[src/rtl/oled_pkg.sv]
// Shared SSD1331 opcodes, screen geometry and controller state encoding
// for the multi-bar OLED drawer.
package oled_pkg;

  localparam logic [7:0] OP_DRAW_RECT = 8'h22;
  localparam logic [7:0] OP_CLR_WIN   = 8'h25;
  localparam logic [7:0] OP_FILL      = 8'h26;

  localparam int SCR_W = 96;
  localparam int SCR_H = 64;

  typedef enum logic [2:0] {
    ST_IDLE,
    ST_FILL,
    ST_SCAN,
    ST_CLR,
    ST_CWAIT,
    ST_RECT,
    ST_UPD,
    ST_DONE
  } state_t;

  // Heights above the panel are drawn as a full-height bar.
  function automatic logic [7:0] clamp_h(input logic [7:0] y);
    return (y > 8'(SCR_H)) ? 8'(SCR_H) : y;
  endfunction

endpackage

[src/rtl/oled_cmd_tx.sv]
// Byte launcher: walks a multi-byte command one byte at a time through
// the spi_master handshake and flags the completion of the final byte.
module oled_cmd_tx (
  input  logic       clk_i,
  input  logic       rstn_i,
  input  logic       active_i,
  input  logic [3:0] n_bytes_i,
  input  logic [7:0] byte_i,
  input  logic       spi_done_i,
  output logic [3:0] byte_idx_o,
  output logic       spi_en_o,
  output logic [7:0] data_o,
  output logic       last_o
);

  // Handshake: spi_en_o pulses for one cycle with data_o valid; data_o stays
  // put until spi_done_i; the next launch comes the cycle after spi_done_i;
  // spi_done_i with nothing outstanding is ignored.
  logic outstanding;

  assign spi_en_o = active_i & ~outstanding;
  assign data_o   = active_i ? byte_i : 8'h00;
  assign last_o   = outstanding & spi_done_i & (byte_idx_o == n_bytes_i - 4'd1);

  always_ff @(posedge clk_i or negedge rstn_i) begin
    if (!rstn_i) begin
      outstanding <= 1'b0;
      byte_idx_o  <= 4'd0;
    end else if (!active_i) begin
      outstanding <= 1'b0;
      byte_idx_o  <= 4'd0;
    end else if (spi_en_o) begin
      outstanding <= 1'b1;
    end else if (outstanding && spi_done_i) begin
      outstanding <= 1'b0;
      byte_idx_o  <= last_o ? 4'd0 : byte_idx_o + 4'd1;
    end
  end

endmodule

[src/rtl/oled_multibar_ctrl.sv]
// N-channel bar-graph drawer for the SSD1331: redraws only bars whose
// height changed since they were last drawn, or every bar when forced.
module oled_multibar_ctrl
  import oled_pkg::*;
#(
  parameter int          N_BARS   = 4,
  parameter int          BAR_W    = 20,
  parameter int          BAR_GAP  = 4,
  parameter logic [23:0] BAR_RGB  = 24'h3F_00_20,
  parameter int          CLR_WAIT = 400
) (
  input  logic                  clk_i,
  input  logic                  rstn_i,
  input  logic                  start_i,
  input  logic                  force_i,
  input  logic [8*N_BARS-1:0]   y_i,
  input  logic                  spi_done_i,
  output logic                  spi_en_o,
  output logic [7:0]            data_o,
  output logic                  dc_o,
  output logic                  busy_o,
  output logic                  done_o,
  output state_t                state_o
);

  localparam int PITCH = BAR_W + BAR_GAP;
  localparam logic [15:0] WAIT_END = 16'(CLR_WAIT - 1);

  if (N_BARS < 1 || N_BARS > 8) begin : g_bad_nbars
    $error("oled_multibar_ctrl: N_BARS must be 1..8");
  end
  if (N_BARS * PITCH - BAR_GAP > SCR_W) begin : g_bad_width
    $error("oled_multibar_ctrl: bars do not fit in the panel width");
  end
  if (CLR_WAIT < 1) begin : g_bad_wait
    $error("oled_multibar_ctrl: CLR_WAIT must be at least 1");
  end

  state_t              state, state_n;
  logic [3:0]          idx;
  logic [7:0]          snap   [N_BARS];
  logic [7:0]          shadow [N_BARS];
  logic [N_BARS-1:0]   drawn_valid;
  logic                force_q, fill_on;
  logic [15:0]         wait_cnt;

  logic [7:0] cur_snap, cur_shadow, x0, x1, cur_byte;
  logic       cur_valid, need_draw, tx_active, tx_last;
  logic [3:0] n_bytes, byte_idx;

  always_comb begin
    cur_snap   = 8'h00;
    cur_shadow = 8'h00;
    cur_valid  = 1'b0;
    for (int i = 0; i < N_BARS; i++) begin
      if (idx == 4'(i)) begin
        cur_snap   = snap[i];
        cur_shadow = shadow[i];
        cur_valid  = drawn_valid[i];
      end
    end
  end

  assign x0        = 8'(idx * PITCH);
  assign x1        = x0 + 8'(BAR_W - 1);
  assign need_draw = force_q | ~cur_valid | (cur_snap != cur_shadow);
  assign tx_active = (state == ST_FILL) || (state == ST_CLR) || (state == ST_RECT);

  // Byte selection for the command currently being sent.
  always_comb begin
    n_bytes  = 4'd2;
    cur_byte = 8'h00;
    case (state)
      ST_FILL: begin
        n_bytes  = 4'd2;
        cur_byte = (byte_idx == 4'd0) ? OP_FILL : 8'h01;
      end
      ST_CLR: begin
        n_bytes = 4'd5;
        case (byte_idx)
          4'd0:    cur_byte = OP_CLR_WIN;
          4'd1:    cur_byte = x0;
          4'd2:    cur_byte = 8'h00;
          4'd3:    cur_byte = x1;
          default: cur_byte = 8'(SCR_H - 1);
        endcase
      end
      ST_RECT: begin
        n_bytes = 4'd11;
        case (byte_idx)
          4'd0:       cur_byte = OP_DRAW_RECT;
          4'd1:       cur_byte = x0;
          4'd2:       cur_byte = 8'(SCR_H) - cur_snap;
          4'd3:       cur_byte = x1;
          4'd4:       cur_byte = 8'(SCR_H - 1);
          4'd5, 4'd8: cur_byte = BAR_RGB[23:16];
          4'd6, 4'd9: cur_byte = BAR_RGB[15:8];
          default:    cur_byte = BAR_RGB[7:0];
        endcase
      end
      default: ;
    endcase
  end

  always_comb begin
    state_n = state;
    case (state)
      ST_IDLE:  if (start_i) state_n = fill_on ? ST_SCAN : ST_FILL;
      ST_FILL:  if (tx_last) state_n = ST_SCAN;
      ST_SCAN: begin
        if (idx == 4'(N_BARS)) state_n = ST_DONE;
        else if (need_draw)    state_n = ST_CLR;
      end
      ST_CLR:   if (tx_last) state_n = ST_CWAIT;
      ST_CWAIT: if (wait_cnt == WAIT_END) state_n = (cur_snap != 8'h00) ? ST_RECT : ST_UPD;
      ST_RECT:  if (tx_last) state_n = ST_UPD;
      ST_UPD:   state_n = ST_SCAN;
      ST_DONE:  state_n = ST_IDLE;
      default:  state_n = ST_IDLE;
    endcase
  end

  always_ff @(posedge clk_i or negedge rstn_i) begin
    if (!rstn_i) begin
      state       <= ST_IDLE;
      idx         <= 4'd0;
      force_q     <= 1'b0;
      fill_on     <= 1'b0;
      wait_cnt    <= 16'd0;
      drawn_valid <= '0;
      for (int i = 0; i < N_BARS; i++) begin
        snap[i]   <= 8'h00;
        shadow[i] <= 8'h00;
      end
    end else begin
      state    <= state_n;
      wait_cnt <= (state == ST_CWAIT) ? wait_cnt + 16'd1 : 16'd0;
      if (state == ST_IDLE && start_i) begin
        idx     <= 4'd0;
        force_q <= force_i;
        for (int i = 0; i < N_BARS; i++) snap[i] <= clamp_h(y_i[8*i +: 8]);
      end
      if (state == ST_FILL && tx_last) fill_on <= 1'b1;
      if (state == ST_SCAN && idx != 4'(N_BARS) && !need_draw) idx <= idx + 4'd1;
      if (state == ST_UPD) begin
        for (int i = 0; i < N_BARS; i++) begin
          if (idx == 4'(i)) begin
            shadow[i]      <= snap[i];
            drawn_valid[i] <= 1'b1;
          end
        end
        idx <= idx + 4'd1;
      end
    end
  end

  oled_cmd_tx u_tx (
    .clk_i      (clk_i),
    .rstn_i     (rstn_i),
    .active_i   (tx_active),
    .n_bytes_i  (n_bytes),
    .byte_i     (cur_byte),
    .spi_done_i (spi_done_i),
    .byte_idx_o (byte_idx),
    .spi_en_o   (spi_en_o),
    .data_o     (data_o),
    .last_o     (tx_last)
  );

  assign dc_o    = 1'b0;
  assign busy_o  = (state != ST_IDLE);
  assign done_o  = (state == ST_DONE);
  assign state_o = state;

endmodule

[config.mk]
export PLATFORM = sky130hd
export DESIGN_NAME = oled_multibar_ctrl
export DESIGN_NICKNAME = d
export VERILOG_FILES = /design/src/rtl/oled_pkg.sv /design/src/rtl/oled_cmd_tx.sv /design/src/rtl/oled_multibar_ctrl.sv
export SDC_FILE = /design/constraint.sdc
export NUM_CORES = 1
export LEC_CHECK = 0
export CORE_ASPECT_RATIO = 0.6
export CORE_MARGIN = 4
export CORE_UTILIZATION = 24
export DETAILED_ROUTE_END_ITERATION = 8
export PLACE_DENSITY = 0.37
export SLEW_MARGIN = 20
export SYNTH_ARGS = -nofsm -noshare
export SYNTH_HDL_FRONTEND = slang
export SYNTH_SLANG_ARGS = --single-unit
export TNS_END_PERCENT = 30
[constraint.sdc]
create_clock -name clk_i -period 6.4 [get_ports clk_i]
set_clock_uncertainty 0.05 [all_clocks]
set_input_delay 1.28 -clock clk_i [delete_from_list [all_inputs] [get_ports clk_i]]
set_output_delay 1.28 -clock clk_i [all_outputs]
set_load 0.02 [all_outputs]
# Word-level counts from Yosys, hierarchy flattened
# Cells that the tools add are included.
[totals]
mem_bits_rw = 0
register_bits = 98
rom_bits = 0
n_memories = 0
in_bits = 37
out_inout_bits = 15
latch_bits = 0
[op_classes]
add_sub_neg = 6
shifts = 0
n_bitwise = 7
order_cmp = 4
n_div = 0
muxes = 43
n_eq_ne = 32
mul = 1
n_reduce_logical = 22
[ops]
columns = ["op", "count"]
rows = [
  ["$mux 8", 13],
  ["$pmux 8 s6", 1],
  ["$gt 8x7->1 const B", 4],
  ["$pmux 8 s4", 1],
  ["$mux 4", 7],
  ["$pmux 3 s8", 1],
  ["$pmux 8 s3", 1],
  ["$mux 3", 7],
  ["$add 16x1->16 const B", 1],
  ["$eq 16x9->1 const B", 1],
  ["$eq 4x2->1 const B", 4],
  ["$eq 4x3->1 const B", 4],
  ["$mux 16", 1],
  ["$ne 2x2->1 const B", 7],
  ["$eq 3x3->1 const B", 4],
  ["$reduce_and 2->1", 5],
  ["$add 4x1->4 const B", 2],
  ["$add 8x5->8 const B", 1],
  ["$eq 4x1->1 const B", 2],
  ["$eq 4x4->1 const B", 2],
  ["$logic_not 4->1", 2],
  ["$ne 8x8->1", 1],
  ["$pmux 4 s2", 1],
  ["$reduce_bool 8->1", 1],
  ["22 further kinds", 41],
]

# Logic depth before layout (Yosys ltp)
[depth]
word_depth = 12
mapped_depth = 13
mapped_depth_nobuf = 12

# Hierarchy
# A second synthesis with hierarchy kept.
[unflattened]
cells_unflattened = 608
area_unflattened_um2 = 5716.7
[modules_own_cells]
columns = ["mod", "seq_area_each_um2", "n_inst", "cells_per_inst", "area_each_um2"]
rows = [
  ["oled_multibar_ctrl", 2327.2, 1, 566, 5341.4],
  ["oled_cmd_tx", 125.1, 1, 42, 375.4],
]

# Worst setup path after synthesis
# OpenSTA, ideal clock, no wires.
[synth_timing]
path_type = "register to output"
from = "register idx[0]"
to = "output port data_o[6]"
n_path_buf = 1
setup_slack_ns = 2.276
path_stages_with_launch = 14
t_arrival_ns = 2.794
cell_sequence = "dfrtp_1 -> inv_1 -> ha_1 -> nor2b_4 -> buf_6 -> a221oi_1 -> nor3_2 -> o21ai_0 -> ha_1 -> a21boi_0 -> nand3_1 -> xor2_1 -> a31oi_1 -> nor2_1"
[synth_between]
elab_chain_cells = 9
word_cells_on_any_way = 15
classes_between = "2 x add/sub; 1 x mul; 3 x eq/ne; 8 x mux; 1 x reduce/logical"
[synth_lines]
columns = ["item", "line", "rtl"]
rows = [
  ["from (decl)", "oled_multibar_ctrl.sv:40", "logic [3:0] idx;"],
  ["from (signal assigned)", "oled_multibar_ctrl.sv:144", "if (state == ST_SCAN && idx != 4'(N_BARS) && !need_draw) idx <= idx + 4'd1;"],
  ["from (signal assigned)", "oled_multibar_ctrl.sv:152", "idx <= idx + 4'd1;"],
  ["branches (longest 7 deep; another with $add 8x5->8)", "--", ""],
  ["$pmux 8 s3 (*)", "oled_multibar_ctrl.sv:73", "case (state)"],
  ["$mux 8 (*)", "oled_cmd_tx.sv:22", "assign data_o = active_i ? byte_i : 8'h00;"],
  ["to (decl)", "oled_multibar_ctrl.sv:19", "output logic [7:0] data_o,"],
]
# Mark *: on every way between the ends.

# Worst setup path after layout
[layout_timing]
from = "register idx[1]"
to = "output port data_o[4]"
# Same word-level chain as after synthesis.

==> results.md <==
Outcome:
- The flow ran to the end, and the final reports show no timing, DRC or antenna violations.

Cells and area:
- The area used by sequential logic in the layout is approximately 2500 µm².
- The total number of nets in the final design is 653.
- Of the cells placed in the final design, the portion with a size suffix greater than 1 is 0.109.
- The area growth from synthesis to layout is 20.5%.
- In the layout the commonest cells are dfrtp_1 (98), nand2_1 (60), clkdlybuf4s50_1 (49), nor2_1 (48), o21ai_0 (37).
- The multi-input combinational cells in the finished layout cover a total of between 2000 and 3000 µm².
- The number of filler cells placed in the layout is between 2k and 2.5k.
- The commonest non-fill, non-tap cell in the layout is dfrtp_1.
- The number of antenna diodes in the final layout is 0.
- With fillers left out, the area of the finished cells amounts to about 6600 µm².

Synthesis:
- The count of unique library cells instantiated by Yosys is between 60 and 70.
- Counting every instance in the synthesized netlist gives 558.
- The fraction of the yosys area taken by sequential cells is 0.445.
- The total number of yosys warnings is 0.
- Synthesis produced a netlist with a net count of 611.
- The dominant register cell in the synthesized netlist is dfrtp_1.
- In this run, synthesis inferred 0 flip-flops with an integrated enable.
- The synthesized design contains around 100 register bits.
- Counting flops with an async set or reset pin after synthesis yields a share of 1.00.
- The netlist area before placement is about 5500 µm².
- The post-synthesis area per instance is just under 10 µm².

Timing:
- Measured against its own limit, the worst slew margin works out to 0.434.
- At the pin with the least slew margin, the transition time is around 0.85 ns.
- Setup violations remaining at the end of the flow were counted as 0.
- In the finished design, the share of the clock period the worst path needs comes to 0.931.
- The final count of pins violating max slew is 0.
- The total negative slack for setup checks is 0 ns.
- Across all setup checks in the final design, the least slack found is roughly 0.44 ns.
- Setup repair after global routing left no endpoint under its margin.
- The final hold slack is 0.420 ns.
- For this run, the top clock speed supported by timing is approximately 170 MHz.
- The post-layout minimum cycle time is about 6 ns.
- The hold violation count in the final report is 0.

Global route:
- The first global-routing pass estimated 25900 µm of wire.
- The initial antenna violation count is 0.
- The largest net degree at the start of global routing is 55.
- The total overflow left after global routing is 0.
- The number of global-route vias before repair is between 4k and 5k.
- The global routing usage summed across all routing layers is 0.132.

Min path:
- In this run the most critical hold path is launched from wait_cnt[0].
- The min-delay analysis places its worst path in the category reg -> reg.

Critical path:
- Tracing the worst setup path back leads to its startpoint at idx[1].
- Data arrives at the worst endpoint at 4.63 ns.
- In this run the critical register-to-register path is launched from idx[1].
- The kind of launch point of the worst setup path is a register.
- The kind of capture point of the worst setup path is an output port.
- In this run the worst path has a maximum fanout of 21.
- For the worst setup path, the data required time is roughly 5.1 ns.
- The setup path with the least slack is of type reg -> out.

Floorplan:
- During I/O placement, the number of pins put on the boundary was 52.
- The floorplan die width is 204 µm.
- The floorplan step defined a die boundary enclosing ~26000 µm².
- The number of core rows is 42.
- From bottom edge to top edge, the die measures 125 µm.
- The effective utilization at floorplan is 0.247.
- The area of the core is ~22000 µm².

Clock tree:
- The number of sinks on the clock net is a little under 100.
- The count of buffers added by post-CTS timing repair for setup is 0.
- For the worst-skew pair, the clock arrives at the later sink with an insertion delay of roughly 0.36 ns.
- The library cell used as clock root buffer is clkbuf_16.
- The hold buffer count at cts is 0.
- The post-cts resize count is 0.
- Clock tree synthesis inserted a total of 9 buffers.
- The clock-pin slew on the worst setup and hold paths is 0.07 ns.
- The largest buffer count on any clock path is 2.
- The CTS tree is built.
- The maximum level of the CTS H-tree is 3.

Place:
- The minimum setup slack after placement is a little under 0.8 ns.
- After detailed placement, the total cell area comes to between 6000 and 7000 µm².
- Buffers placed on the I/O ports in this run total 50.
- The post-detailed-placement half-perimeter wirelength is 12700 µm.
- At the end of routability-driven placement, the weighted congestion stood at 0.866.

Routing:
- For this run, design rule violations remaining after detail routing come to 0.
- Once detail routing completed, the nets flagged for antenna violations numbered 0.
- The first-pass detailed-route iteration total is 4.
- The average detailed-routed wire length per instance is 18.2 µm.
- The detail-routed via count per cell is roughly 5.
- The detailed router placed about 4.4k vias in this run.
- Wires add up to around 17000 µm.
- In this run, the number of DRC markers left after iteration 0 of detailed routing was around 290.

Power and ir drop:
- In this run the power density over the cells is roughly 190 nW/µm².
- Power comes to between 1000 and 1500 µW.
- The maximum ir drop on the vdd rail is just over 0.0001 V.
- Summed over all cells, the static leakage comes to roughly 0.0028 µW.

Job:
- Across the run, the number of max-cap violations was 0.
[per-stage QoR]
| stage | util | instances |
|---|---|---|
| 2_1_floorplan | - | 558 |
| 3_3_place_gp | 0.284 | 897 |
| 3_5_place_dp | 0.284 | 897 |
| 4_1_cts | 0.298 | 912 |
| 5_1_grt | 0.298 | 912 |
| 6_report | 0.298 | 912 |
[Yosys cell counts (3+ instances only)]
master,n,share of area
dfrtp_1,98,0.45
nand2_1,60,0.041
nor2_1,48,0.033
o21ai_0,37,0.034
mux2_2,31,0.063
inv_1,19,0.013
nand3_1,18,0.016
a22o_1,17,0.027
clkbuf_1,17,0.012
xor2_1,16,0.025
a21oi_1,15,0.014
ha_1,15,0.034
a221oi_1,14,0.022
xnor2_1,11,0.017
and2_1,10,0.011
o22ai_1,8,0.0091
and3_1,7,0.0080
nand2b_1,6,0.0068
nor3_1,6,0.0055
o31a_1,6,0.0095
nor4_1,5,0.0057
o211ai_1,5,0.0068
o31ai_1,5,0.0068
a211oi_1,4,0.0055
a221o_1,4,0.0073
a22oi_1,4,0.0055
o21a_1,4,0.0055
o21ai_1,4,0.0036
or4_1,4,0.0055
buf_4,3,0.0041
nand3b_1,3,0.0041
nand4_1,3,0.0034
nor3b_1,3,0.0041
[flip-flops by register name, summed over array words and instances (netlist names)]
name,flops
drawn_valid,4
fill_on,1
force_q,1
idx,4
shadow,32
snap,32
state_o,3
u_tx.byte_idx_o,4
u_tx.outstanding,1
wait_cnt,16
[logic make-up (layout without fill, tap and decap cells)]
family | count (synthesis) | count (layout) | share of synthesized area
buf+inv | 43 | 89 | 0.0332
other cells | 1 | 1 | 0.000681
xor+xnor | 27 | 27 | 0.0429
mux | 32 | 32 | 0.0652
flops | 98 | 98 | 0.445
simple gates | 191 | 191 | 0.170
compound gates | 150 | 150 | 0.205
fa+ha+maj | 16 | 16 | 0.0377
[worst paths after layout]
check | endpoint | slack [ns] | cells past startpoint
max | data_o[4] | 0.44 | 13
min | wait_cnt[0] | 0.42 | 1
max reg2reg | state_o[1] | 2.60 | 12
min reg2reg | wait_cnt[0] | 0.42 | 1
max in group asynchronous | snap[3] | 4.24 | 2
min in group asynchronous | wait_cnt[13] | 0.88 | 1
[where the power goes]
group	leakage (µW)	switching (µW)	internal, µW
Clock	0.000151	239	334
Combinational	0.00137	21.7	21.6
Sequential	0.00132	0	619
[critical path, cell delays in order (launching register included)]
cell and delay (ns):
dfrtp_1 0.43, inv_1 0.15, ha_1 0.73, nor2b_4 0.20
a221oi_1 0.54, nor3_2 0.15, o21ai_0 0.27, ha_1 0.23
a21boi_0 0.26, nand2_1 0.10, xnor2_1 0.17, a211oi_1 0.10
o22ai_1 0.25, clkdlybuf4s50_1 0.67
[routing by layer]
metal	vias up	wire length, µm	share of wire	track usage
met1	2214	9230	0.56	0.215
met5	-	0	0	0
met4	0	197	0.012	0.0305
li1	2127	-	-	-
met2	89	6300	0.38	0.166
met3	12	865	0.052	0.0370
[area by class of cell]
cell class / count / share of cell area
Clock buffer: 12 / 0.0402
Clock inverter: 3 / 0.00697
Inverter: 20 / 0.0113
Multi-Input combinational cell: 417 / 0.434
Sequential cell: 98 / 0.369
Tap cell: 308 / 0.0581
Timing Repair Buffer: 54 / 0.0795
Note: power is estimated with default switching activity, not from simulation.
